**src/rtl/step_dir_pkg.sv**
```systemverilog
// Shared types and constants for the step/direction decoder.
//   state_t : decoder FSM state encoding (also exported on the debug port)
//   DIR_FWD : i_Dir level meaning forward (+1 per step)
//   DIR_REV : i_Dir level meaning return  (-1 per step)
package step_dir_pkg;

  typedef enum logic [1:0] {
    s_Unhomed = 2'd0,
    s_Idle    = 2'd1,
    s_Moving  = 2'd2
  } state_t;

  localparam logic DIR_FWD = 1'b0;
  localparam logic DIR_REV = 1'b1;

endpackage

```
**src/rtl/step_sync_edge.sv**
```systemverilog
// Two-flop synchronizer followed by a rising-edge detector.
// Ports:
//   i_clk_50 : block clock
//   i_rst_n  : asynchronous active-low reset (all flops clear to 0)
//   d_async  : asynchronous input level
//   sync     : synchronized level (second flop)
//   rise     : one-cycle pulse, synchronized level high and previous level low
module step_sync_edge (
  input  logic i_clk_50,
  input  logic i_rst_n,
  input  logic d_async,
  output logic sync,
  output logic rise
);

  logic meta;
  logic prev;

  always_ff @(posedge i_clk_50 or negedge i_rst_n) begin
    if (!i_rst_n) begin
      meta <= 1'b0;
      sync <= 1'b0;
      prev <= 1'b0;
    end else begin
      meta <= d_async;
      sync <= meta;
      prev <= sync;
    end
  end

  assign rise = sync & ~prev;

endmodule

```
**src/rtl/step_dir_decoder.sv**
```systemverilog
// Step/direction decoder: counts step pulses into a signed position, tracks
// homing and motion state, and optionally measures the step period.
// Optional feature macro: STEP_DIR_DECODER_PERIOD_EN enables period
// measurement (o_Period, o_PeriodValid, o_Overspeed); without it those
// outputs are tied to 0 and no period counter is built.
// Ports:
//   i_clk_50      : block clock, rising edge
//   i_rst_n       : asynchronous active-low reset
//   i_Step        : async step pulse, each rising edge is one step
//   i_Dir         : async direction, 0 forward (+1), 1 return (-1)
//   i_Home        : async home switch, active-low
//   i_ClrErr      : synchronous pulse clearing o_Overspeed
//   o_Position    : signed step position, wraps in two's complement
//   o_Period      : clocks between the last two step edges
//   o_PeriodValid : one-cycle strobe when o_Period updates (no backpressure;
//                   a consumer must capture o_Period in that cycle)
//   o_Moving      : high while in s_Moving
//   o_Done        : one-cycle strobe on s_Moving -> s_Idle
//   o_Homed       : sticky, set while home is seen
//   o_Overspeed   : sticky, set when a measured period is below MIN_PER
//   o_State       : debug view of the FSM state
module step_dir_decoder
  import step_dir_pkg::*;
#(
  parameter int POS_W     = 32,
  parameter int PER_W     = 24,
  parameter int IDLE_CLKS = 1000000,
  parameter int MIN_PER   = 2500
) (
  input  logic                    i_clk_50,
  input  logic                    i_rst_n,
  input  logic                    i_Step,
  input  logic                    i_Dir,
  input  logic                    i_Home,
  input  logic                    i_ClrErr,
  output logic signed [POS_W-1:0] o_Position,
  output logic        [PER_W-1:0] o_Period,
  output logic                    o_PeriodValid,
  output logic                    o_Moving,
  output logic                    o_Done,
  output logic                    o_Homed,
  output logic                    o_Overspeed,
  output state_t                  o_State
);

  localparam int IDLE_W = $clog2(IDLE_CLKS + 1);

  logic              step_edge;
  logic              step_level_unused;
  logic              home_active;
  logic              home_rise_unused;
  logic              dir_meta;
  logic              dir_sync;
  logic [POS_W-1:0]  pos_delta;
  logic [IDLE_W-1:0] idle_cnt;
  state_t            state;

  step_sync_edge u_step_sync (
    .i_clk_50 (i_clk_50),
    .i_rst_n  (i_rst_n),
    .d_async  (i_Step),
    .sync     (step_level_unused),
    .rise     (step_edge)
  );

  // The switch is inverted before synchronizing so a cleared synchronizer
  // reads as "home not active" right after reset.
  step_sync_edge u_home_sync (
    .i_clk_50 (i_clk_50),
    .i_rst_n  (i_rst_n),
    .d_async  (~i_Home),
    .sync     (home_active),
    .rise     (home_rise_unused)
  );

  // Direction shares the step path latency, so dir_sync is the level that
  // accompanied the step edge.
  always_ff @(posedge i_clk_50 or negedge i_rst_n) begin
    if (!i_rst_n) begin
      dir_meta <= 1'b0;
      dir_sync <= 1'b0;
    end else begin
      dir_meta <= i_Dir;
      dir_sync <= dir_meta;
    end
  end

  assign pos_delta = (dir_sync == DIR_REV) ? {POS_W{1'b1}} : POS_W'(1);

  // Home has priority over everything, including a coincident step edge.
  always_ff @(posedge i_clk_50 or negedge i_rst_n) begin
    if (!i_rst_n) begin
      state      <= s_Unhomed;
      o_Position <= '0;
      o_Moving   <= 1'b0;
      o_Done     <= 1'b0;
      o_Homed    <= 1'b0;
      idle_cnt   <= '0;
    end else begin
      o_Done <= 1'b0;
      if (home_active) begin
        state      <= s_Idle;
        o_Position <= '0;
        o_Moving   <= 1'b0;
        o_Homed    <= 1'b1;
        idle_cnt   <= '0;
      end else begin
        if (step_edge) o_Position <= o_Position + pos_delta;
        unique case (state)
          s_Unhomed: begin
            o_Moving <= 1'b0;
          end
          s_Idle: begin
            if (step_edge) begin
              state    <= s_Moving;
              o_Moving <= 1'b1;
              idle_cnt <= '0;
            end
          end
          s_Moving: begin
            // A step edge in the expiry cycle restarts the timeout instead.
            if (step_edge) begin
              idle_cnt <= '0;
            end else if (idle_cnt == IDLE_W'(IDLE_CLKS - 1)) begin
              state    <= s_Idle;
              o_Moving <= 1'b0;
              o_Done   <= 1'b1;
            end else begin
              idle_cnt <= idle_cnt + IDLE_W'(1);
            end
          end
          default: begin
            state    <= s_Unhomed;
            o_Moving <= 1'b0;
          end
        endcase
      end
    end
  end

  assign o_State = state;

`ifdef STEP_DIR_DECODER_PERIOD_EN
  logic [PER_W-1:0] per_cnt;
  logic             have_prev;
  logic             meas_edge;

  // A period is only meaningful when the previous edge belongs to the same
  // motion: not across idle, not across home.
  assign meas_edge = step_edge && have_prev && (state != s_Idle) && !home_active;

  always_ff @(posedge i_clk_50 or negedge i_rst_n) begin
    if (!i_rst_n) begin
      per_cnt       <= '0;
      have_prev     <= 1'b0;
      o_Period      <= '0;
      o_PeriodValid <= 1'b0;
      o_Overspeed   <= 1'b0;
    end else begin
      o_PeriodValid <= 1'b0;
      if (step_edge) begin
        per_cnt <= PER_W'(1);
      end else if (per_cnt != {PER_W{1'b1}}) begin
        per_cnt <= per_cnt + PER_W'(1);
      end
      if (meas_edge) begin
        o_Period      <= per_cnt;
        o_PeriodValid <= 1'b1;
      end
      if (home_active)            have_prev <= 1'b0;
      else if (step_edge)         have_prev <= 1'b1;
      else if (state == s_Idle)   have_prev <= 1'b0;
      // A new violation wins over a clear in the same cycle.
      o_Overspeed <= (o_Overspeed & ~i_ClrErr) |
                     (meas_edge && (per_cnt < PER_W'(MIN_PER)));
    end
  end
`else
  logic clr_err_unused;
  assign clr_err_unused = i_ClrErr;
  assign o_Period       = '0;
  assign o_PeriodValid  = 1'b0;
  assign o_Overspeed    = 1'b0;
`endif

endmodule

```
**config.mk**
```make
export PLATFORM = sky130hd
export DESIGN_NAME = step_dir_decoder
export DESIGN_NICKNAME = d
export VERILOG_FILES = /design/src/rtl/step_dir_pkg.sv /design/src/rtl/step_sync_edge.sv /design/src/rtl/step_dir_decoder.sv
export SDC_FILE = /design/constraint.sdc
export NUM_CORES = 1
export LEC_CHECK = 0
export CORE_MARGIN = 2
export CORE_UTILIZATION = 41
export CTS_CLUSTER_DIAMETER = 50
export DETAILED_ROUTE_END_ITERATION = 16
export PLACE_DENSITY = 0.74
export SETUP_SLACK_MARGIN = 0.3
export SLEW_MARGIN = 20
export SYNTH_ARGS = -nofsm -noshare
export SYNTH_HDL_FRONTEND = slang
export SYNTH_SLANG_ARGS = --single-unit
```
**constraint.sdc**
```tcl
create_clock -name i_clk_50 -period 3.6 [get_ports i_clk_50]
set_clock_uncertainty 0.1 [all_clocks]
set_input_delay 0.54 -clock i_clk_50 [delete_from_list [all_inputs] [get_ports i_clk_50]]
set_output_delay 0.54 -clock i_clk_50 [all_outputs]
set_load 0.03 [all_outputs]
```
==> flow_summary.ini <==
[critical_path]
worstReg2RegEnd = o_Position[28]
cp_data_arrival_time_ps = 3180
path_class = reg -> reg
cp-start-kind = flip-flop
cp.required_ps = 3750
cp_max_fo = 11
r2r-start = dir_sync
ff2ff_path_depth = 10
r2r_slack_ps = 570
end_kind = flip-flop

[clock_network]
cts.sinks = 64
ctsLongestPathBuffers = 2
cts_root_buf = clkbuf_8
clk_pin_slew_worst_paths_ps = 80
cts_buffers = 9
cts_tree = built
htree_levels = 3
insertion_delay_ps = 360

[timing]
relSlewSlack_pct = 45.5
tightest_slew_ps = 818
fin_ws_ps = 569
rsz0062_at_grt = false
setup_tns_ps = 0
max_freq_mhz = 330
drv_slew = 0
setup_viol = 0
hold_viol_final = 0
fin_crit_sh_pct = 84.2
period_minus_slack_ps = 3030

[cells_and_area]
design_area_um2 = 5300
stdcell_count = 728
diodes = 0
nets = 625
drive_gt1_share_pct = 6.63
area_growth_pct = 15.1

[grt]
grt_pass1_vias = 3988
met1_usage_pct = 25.3
busiest_layer = met2
grt.overflow.total = 0
grt_max_degree = 44
antenna_found_initial = 0
grt_pass1_wl_um = 18700
gr-usage-met2_pct = 32.1
use_met3_pct = 4.33
track_usage_pct = 19.6

[yosys]
synth_xor_area_share_pct = 6.85
synthSimpleGateAreaFrac_pct = 20.3
yosysWarnings = 0
synth_compound_area_share_pct = 19.7
yosysTopAreaCell = dfrtp_1
ys_ff_latch = 64
synth_cells = 543
synthTopCellsByArea = dfrtp_1, ha_1, a21oi_1
syn_area_per_cell_um2 = 8.48
synth_cell_types = 54
synth_fa_ha_area_share_pct = 9.95
synth_top_area_share_pct = 34.8
synth_area_um2 = 4600
synth_edf_count = 0
synth_top_family_by_area = simple AND/OR/NAND/NOR gates
ys.flop_type = dfrtp_1
synthMuxAreaShare_pct = 0.870
async_reset_ff_share_pct = 100
yosysSeqAreaShare_pct = 34.8

[floorplanning]
dieWidth_um = 110
die_height_um = 110
ios = 69
die_area_um2 = 12100
coreArea_um2 = 10900
row_count = 38
start_util_pct = 42.3

[route]
dr.pass1.iters = 5
routedWlPerCell_um = 14.9
route.vias.total = 4083
drtIter0Drc = 277
route.detailed.drc = 0
drtAntennaViolNets = 0
finalWirelength_um = 10900
via_per_inst = 5.61

[placed_design]
placed_cells = 712
place_area_um2 = 5080
hpwl_um = 7750
port_buffers = 41
detailedPlace.worstSlack_ps = 368
gp_congestion = 0.864

[power]
irDropWorstVdd_mv = 0.417
leakage_nw = 2.38
p_per_area_nw_per_um2 = 415

[hold_path]
holdCritPathClass = in -> async

[flow_run]
max_cap_violations = 0

[run_status]
status = completed
## cell families after synthesis
kind of cell	count (synthesis)
buffers and inverters	66
adders and majority gates	36
AOI/OAI and AO/OA	143
xor gates and xnor gates	36
other	1
and+or+nand+nor	193
muxes	4
DFF	64
## placed cells by master (no fill, tap or decap), types with 13 or more instances in the layout
cell type and n:
inv_1 19, xnor2_1 15, a21oi_1 55, a21o_1 13, nand3_1 28, clkdlybuf4s50_1 40, nand2_1 71, xor2_1 21
o21ai_0 26, nor2_1 38, ha_1 35, dfrtp_1 63, conb_1 26
## synthesized netlist by cell type, types with 3 or more instances
cell       n
xnor2_1   15
ha_1      35
nand2_1   71
o31ai_1    3
nand4_1    9
nor2b_1    5
inv_1     19
a311o_1    4
xor2_1    21
o21ai_0   28
buf_4     26
nor4_2     3
o21a_1     5
buf_1      3
and2_1     3
a211oi_1   6
nor3_1     5
dfrtp_1   64
a32oi_1    3
o211ai_1   5
clkbuf_1  18
a21o_1    13
and3_1    12
a21oi_1   56
a41oi_1    3
nand3_1   28
or3_1      3
mux2i_1    4
nor2_1    38
## stage by stage
| stage | total power [W] | utilization, % | hold slack, ps |
|---|---|---|---|
| after floorplan | 0.00136 | - | 144 |
| after global placement | 0.00152 | 46.7 | 232 |
| after detailed placement | 0.00155 | 46.7 | 235 |
| after CTS | 0.00221 | 48.6 | 183 |
| after global routing | 0.00233 | 48.7 | 234 |
| final | 0.00220 | 48.7 | 170 |
## what timing repair did
| action | in CTS | in global routing |
|---|---|---|
| endpoints found under the setup margin | 0 | 11 |
| buffers inserted | 0 | 0 |
| hold buffers | 0 | 0 |
| resized for setup | 0 | 5 |
## layout make-up
| class | instances | area, µm² |
|---|---|---|
| fill | 1036 | 5590 |
| multi-input combinational | 438 | 2760 |
| sequential | 64 | 1600 |
| timing repair buffer | 51 | 480 |
| tap | 140 | 175 |
| clock buffer | 10 | 138 |
| inverter | 19 | 71.3 |
| clock inverter | 6 | 67.6 |
## how the worst max path moves through the flow
| stage | to | slack [ps] | from |
|---|---|---|---|
| after detailed placement | o_Position[31] | 370 | dir_sync |
| final | o_Position[28] | 570 | dir_sync |
| after CTS | o_Position[31] | 350 | dir_sync |
| after global routing | o_Position[29] | 320 | dir_sync |
| after global placement | o_Position[30] | 500 | dir_sync |
| after floorplan | o_Position[30] | 460 | dir_sync |
## sequential cells by signal (all words and copies together) (netlist names)
name	flops
idle_cnt	20
dir_meta	1
o_State	2
u_step_sync.prev	1
o_Done	1
u_step_sync.meta	1
u_step_sync.sync	1
o_Position	32
dir_sync	1
o_Moving	1
u_home_sync.sync	1
o_Homed	1
u_home_sync.meta	1
## metal layers
layer	vias to the layer above	part of all wire, %	wire length (µm)
met5	-	0	0
li1	1973	-	-
met4	0	1.7	180
met1	1959	45	4860
met3	18	5.4	585
met2	133	48	5230
## where the power goes
| part | leakage, nW | internal [W] | switching [W] |
|---|---|---|---|
| Sequential | 0.854 | 0.000762 | 0.0000493 |
| Combinational | 1.43 | 0.000269 | 0.000460 |
| Clock | 0.0989 | 0.000341 | 0.000316 |
| Total | 2.38 | 0.00137 | 0.000825 |
## worst max-delay path: stages (launching register included)
cell and delay (ps):
dfrtp_2 510, buf_4 210, ha_1 370, a21oi_1 230, o21ai_0 190, a311o_1 410, a21oi_2 180, o21ai_0 190
a41oi_2 260, mux2i_1 220, nand2_1 60
(Power assumes the default switching activity.)
==> edit: new RTL, same settings <==
`IDLE_CLKS`: 1000000 -> 2000000.
--- a/src/rtl/step_dir_decoder.sv
+++ b/src/rtl/step_dir_decoder.sv
@@ -25,5 +25,5 @@
   parameter int POS_W     = 32,
   parameter int PER_W     = 24,
-  parameter int IDLE_CLKS = 1000000,
+  parameter int IDLE_CLKS = 2000000,
   parameter int MIN_PER   = 2500
 ) (
Formal check against the unedited RTL: same outputs for any inputs over 10 cycles, from zero or initial values and one cycle with i_rst_n low; that may be too few to reach the edited logic, so the function may still have changed.
==> edit against the original RTL <==
Setup slack better by 0.10 ns. Utilization increased by 0.30 points. Wire length up 4.9%. Via count up 7.2%. Critical path type unchanged. Final area rose by 5.5%. Power rose by 15%. Synthesized area rose by 3.9%. Sequential cell count up 1. First-iteration DRC count rose by 3.6%.
==> edit: results (changes against the original RTL) <==
.. list-table::
   :header-rows: 1

   * - Metric
     - Value
   * - Result of the run
     - completed (unchanged)
   * - Fraction of final layout cells with drive strength greater than 1
     - 0.06431 (was 0.06633)
   * - First-pass GRT wire length
     - 19.80 mm (was 18.65 mm)
   * - Wire per inst
     - 14.88 um (was 14.91 um)
   * - Reg2Reg Capture Point
     - o_Position[24]$_DFFE_PN0P_ (was o_Position[28]$_DFFE_PN0P_)
   * - Share of the yosys chip area belonging to registers
     - 0.3401 (was 0.3479)
   * - Count of fill cells added during filler insertion
     - 1057 (was 1036)
   * - Placed wire-length estimate after detailed placement
     - 8.192 mm (was 7.748 mm)
   * - Biggest area contributors in the synthesized netlist
     - sky130_fd_sc_hd__dfrtp_1, sky130_fd_sc_hd__ha_1, sky130_fd_sc_hd__o21ai_0, sky130_fd_sc_hd__nand2_1, sky130_fd_sc_hd__a21oi_1 (was sky130_fd_sc_hd__dfrtp_1, sky130_fd_sc_hd__ha_1, sky130_fd_sc_hd__a21oi_1, sky130_fd_sc_hd__nand2_1, sky130_fd_sc_hd__buf_4)
   * - Placer Congestion
     - 0.8818 (was 0.8644)
   * - Number of antenna violations at the first check in global routing
     - 0 (unchanged)
   * - CTS H-tree depth
     - 3 (unchanged)
   * - GRT Util Overall
     - 0.1908 (was 0.1961)
   * - Largest incremental delay on the critical path
     - 0.48 ns (was 0.51 ns)
   * - Clock transition at the register clock pins on the worst setup and hold paths after CTS
     - 0.05 ns (was 0.08 ns)
   * - Worst-case register-to-register setup slack
     - 0.67 ns (was 0.57 ns)
   * - Detailed-route via count
     - 4376 (was 4083)
   * - Maximum number of pins on one net before global-route repair
     - 51 (was 44)
   * - Most frequent cells after synthesis
     - sky130_fd_sc_hd__nand2_1, sky130_fd_sc_hd__dfrtp_1, sky130_fd_sc_hd__o21ai_0 (was sky130_fd_sc_hd__nand2_1, sky130_fd_sc_hd__dfrtp_1, sky130_fd_sc_hd__a21oi_1)
   * - Vias in the first global route
     - 4315 (was 3988)
   * - Initial detailed-routing violation count
     - 287 (was 277)
   * - Number of unique standard cell types used by synthesis
     - 67 (was 54)
   * - Clock Latency Late Sink
     - 0.34 ns (was 0.36 ns)
   * - Top cell type's share of synthesized area
     - 0.3401 (was 0.3479)
   * - Clock tree buffer depth
     - 2 (unchanged)
   * - P_leak
     - 2.481 nW (was 2.384 nW)
   * - Data arrival at the endpoint of the critical path
     - 3.10 ns (was 3.18 ns)
   * - Peak supply drop
     - 0.0002910 V (was 0.0004173 V)
   * - Worst Setup Path Type
     - register to register (unchanged)
   * - Number of optimization iterations in the first detailed-route pass
     - 4 (was 5)
   * - Delay-heaviest family, CP
     - simple AND/OR/NAND/NOR gates (was compound AO/OA/AOI/OAI gates)
   * - Largest fanout on the critical path
     - 33 (was 11)
-- edit: how the worst max path moves through the flow --
stage / end / cells past startpoint
finish: o_Position[24]$_DFFE_PN0P_ / 10
global route: o_Position[24]$_DFFE_PN0P_ / 10
CTS: o_Position[24]$_DFFE_PN0P_ / 10
detailed placement: o_Position[24]$_DFFE_PN0P_ / 10
global placement: o_Position[24]$_DFFE_PN0P_ / 10
floorplan: o_Position[24]$_DFFE_PN0P_ / 9
-- edit: cell type report --
| class | instances | share of cell area |
|---|---|---|
| Clock buffer | 9 | 0.04028 |
| Inverter | 16 | 0.01074 |
| Timing Repair Buffer | 50 | 0.08682 |
| Sequential cell | 65 | 0.2909 |
| Tap cell | 143 | 0.03200 |
| Multi-Input combinational cell | 476 | 0.5200 |
| Clock inverter | 6 | 0.01924 |
-- edit: stage by stage --
stage                     std cells  cell area, sq um
after global placement          750              5259
after global routing            765              5592
after floorplan                 604              4876
after CTS                       765              5592
after detailed placement        750              5259
final                           765              5592
-- edit: cell families (layout without fill, tap and decap cells) --
kind of cell,count (synthesis),count (layout),synth area share
AOI/OAI and AO/OA,185,185,0.2436
xor gates and xnor gates,20,20,0.03663
adders and majority gates,36,36,0.09576
buffers and inverters,63,81,0.07143
DFF,65,65,0.3401
muxes,2,2,0.004186
other,1,26,0.0007842
and+or+nand+nor,207,207,0.2075
-- edit: power by group --
group          total, mW  internal, mW  switching [mW]
registers          0.821         0.775          0.0462
clock network      0.992         0.669           0.323
logic              0.717         0.260           0.457
-- edit: per-layer routing --
metal,up-vias,share of wire,GRT usage
met5,-,0,0
met4,0,0.021,0.08537
met3,19,0.053,0.03321
met2,148,0.46,0.3075
met1,2080,0.46,0.2525
li1,2129,-,-
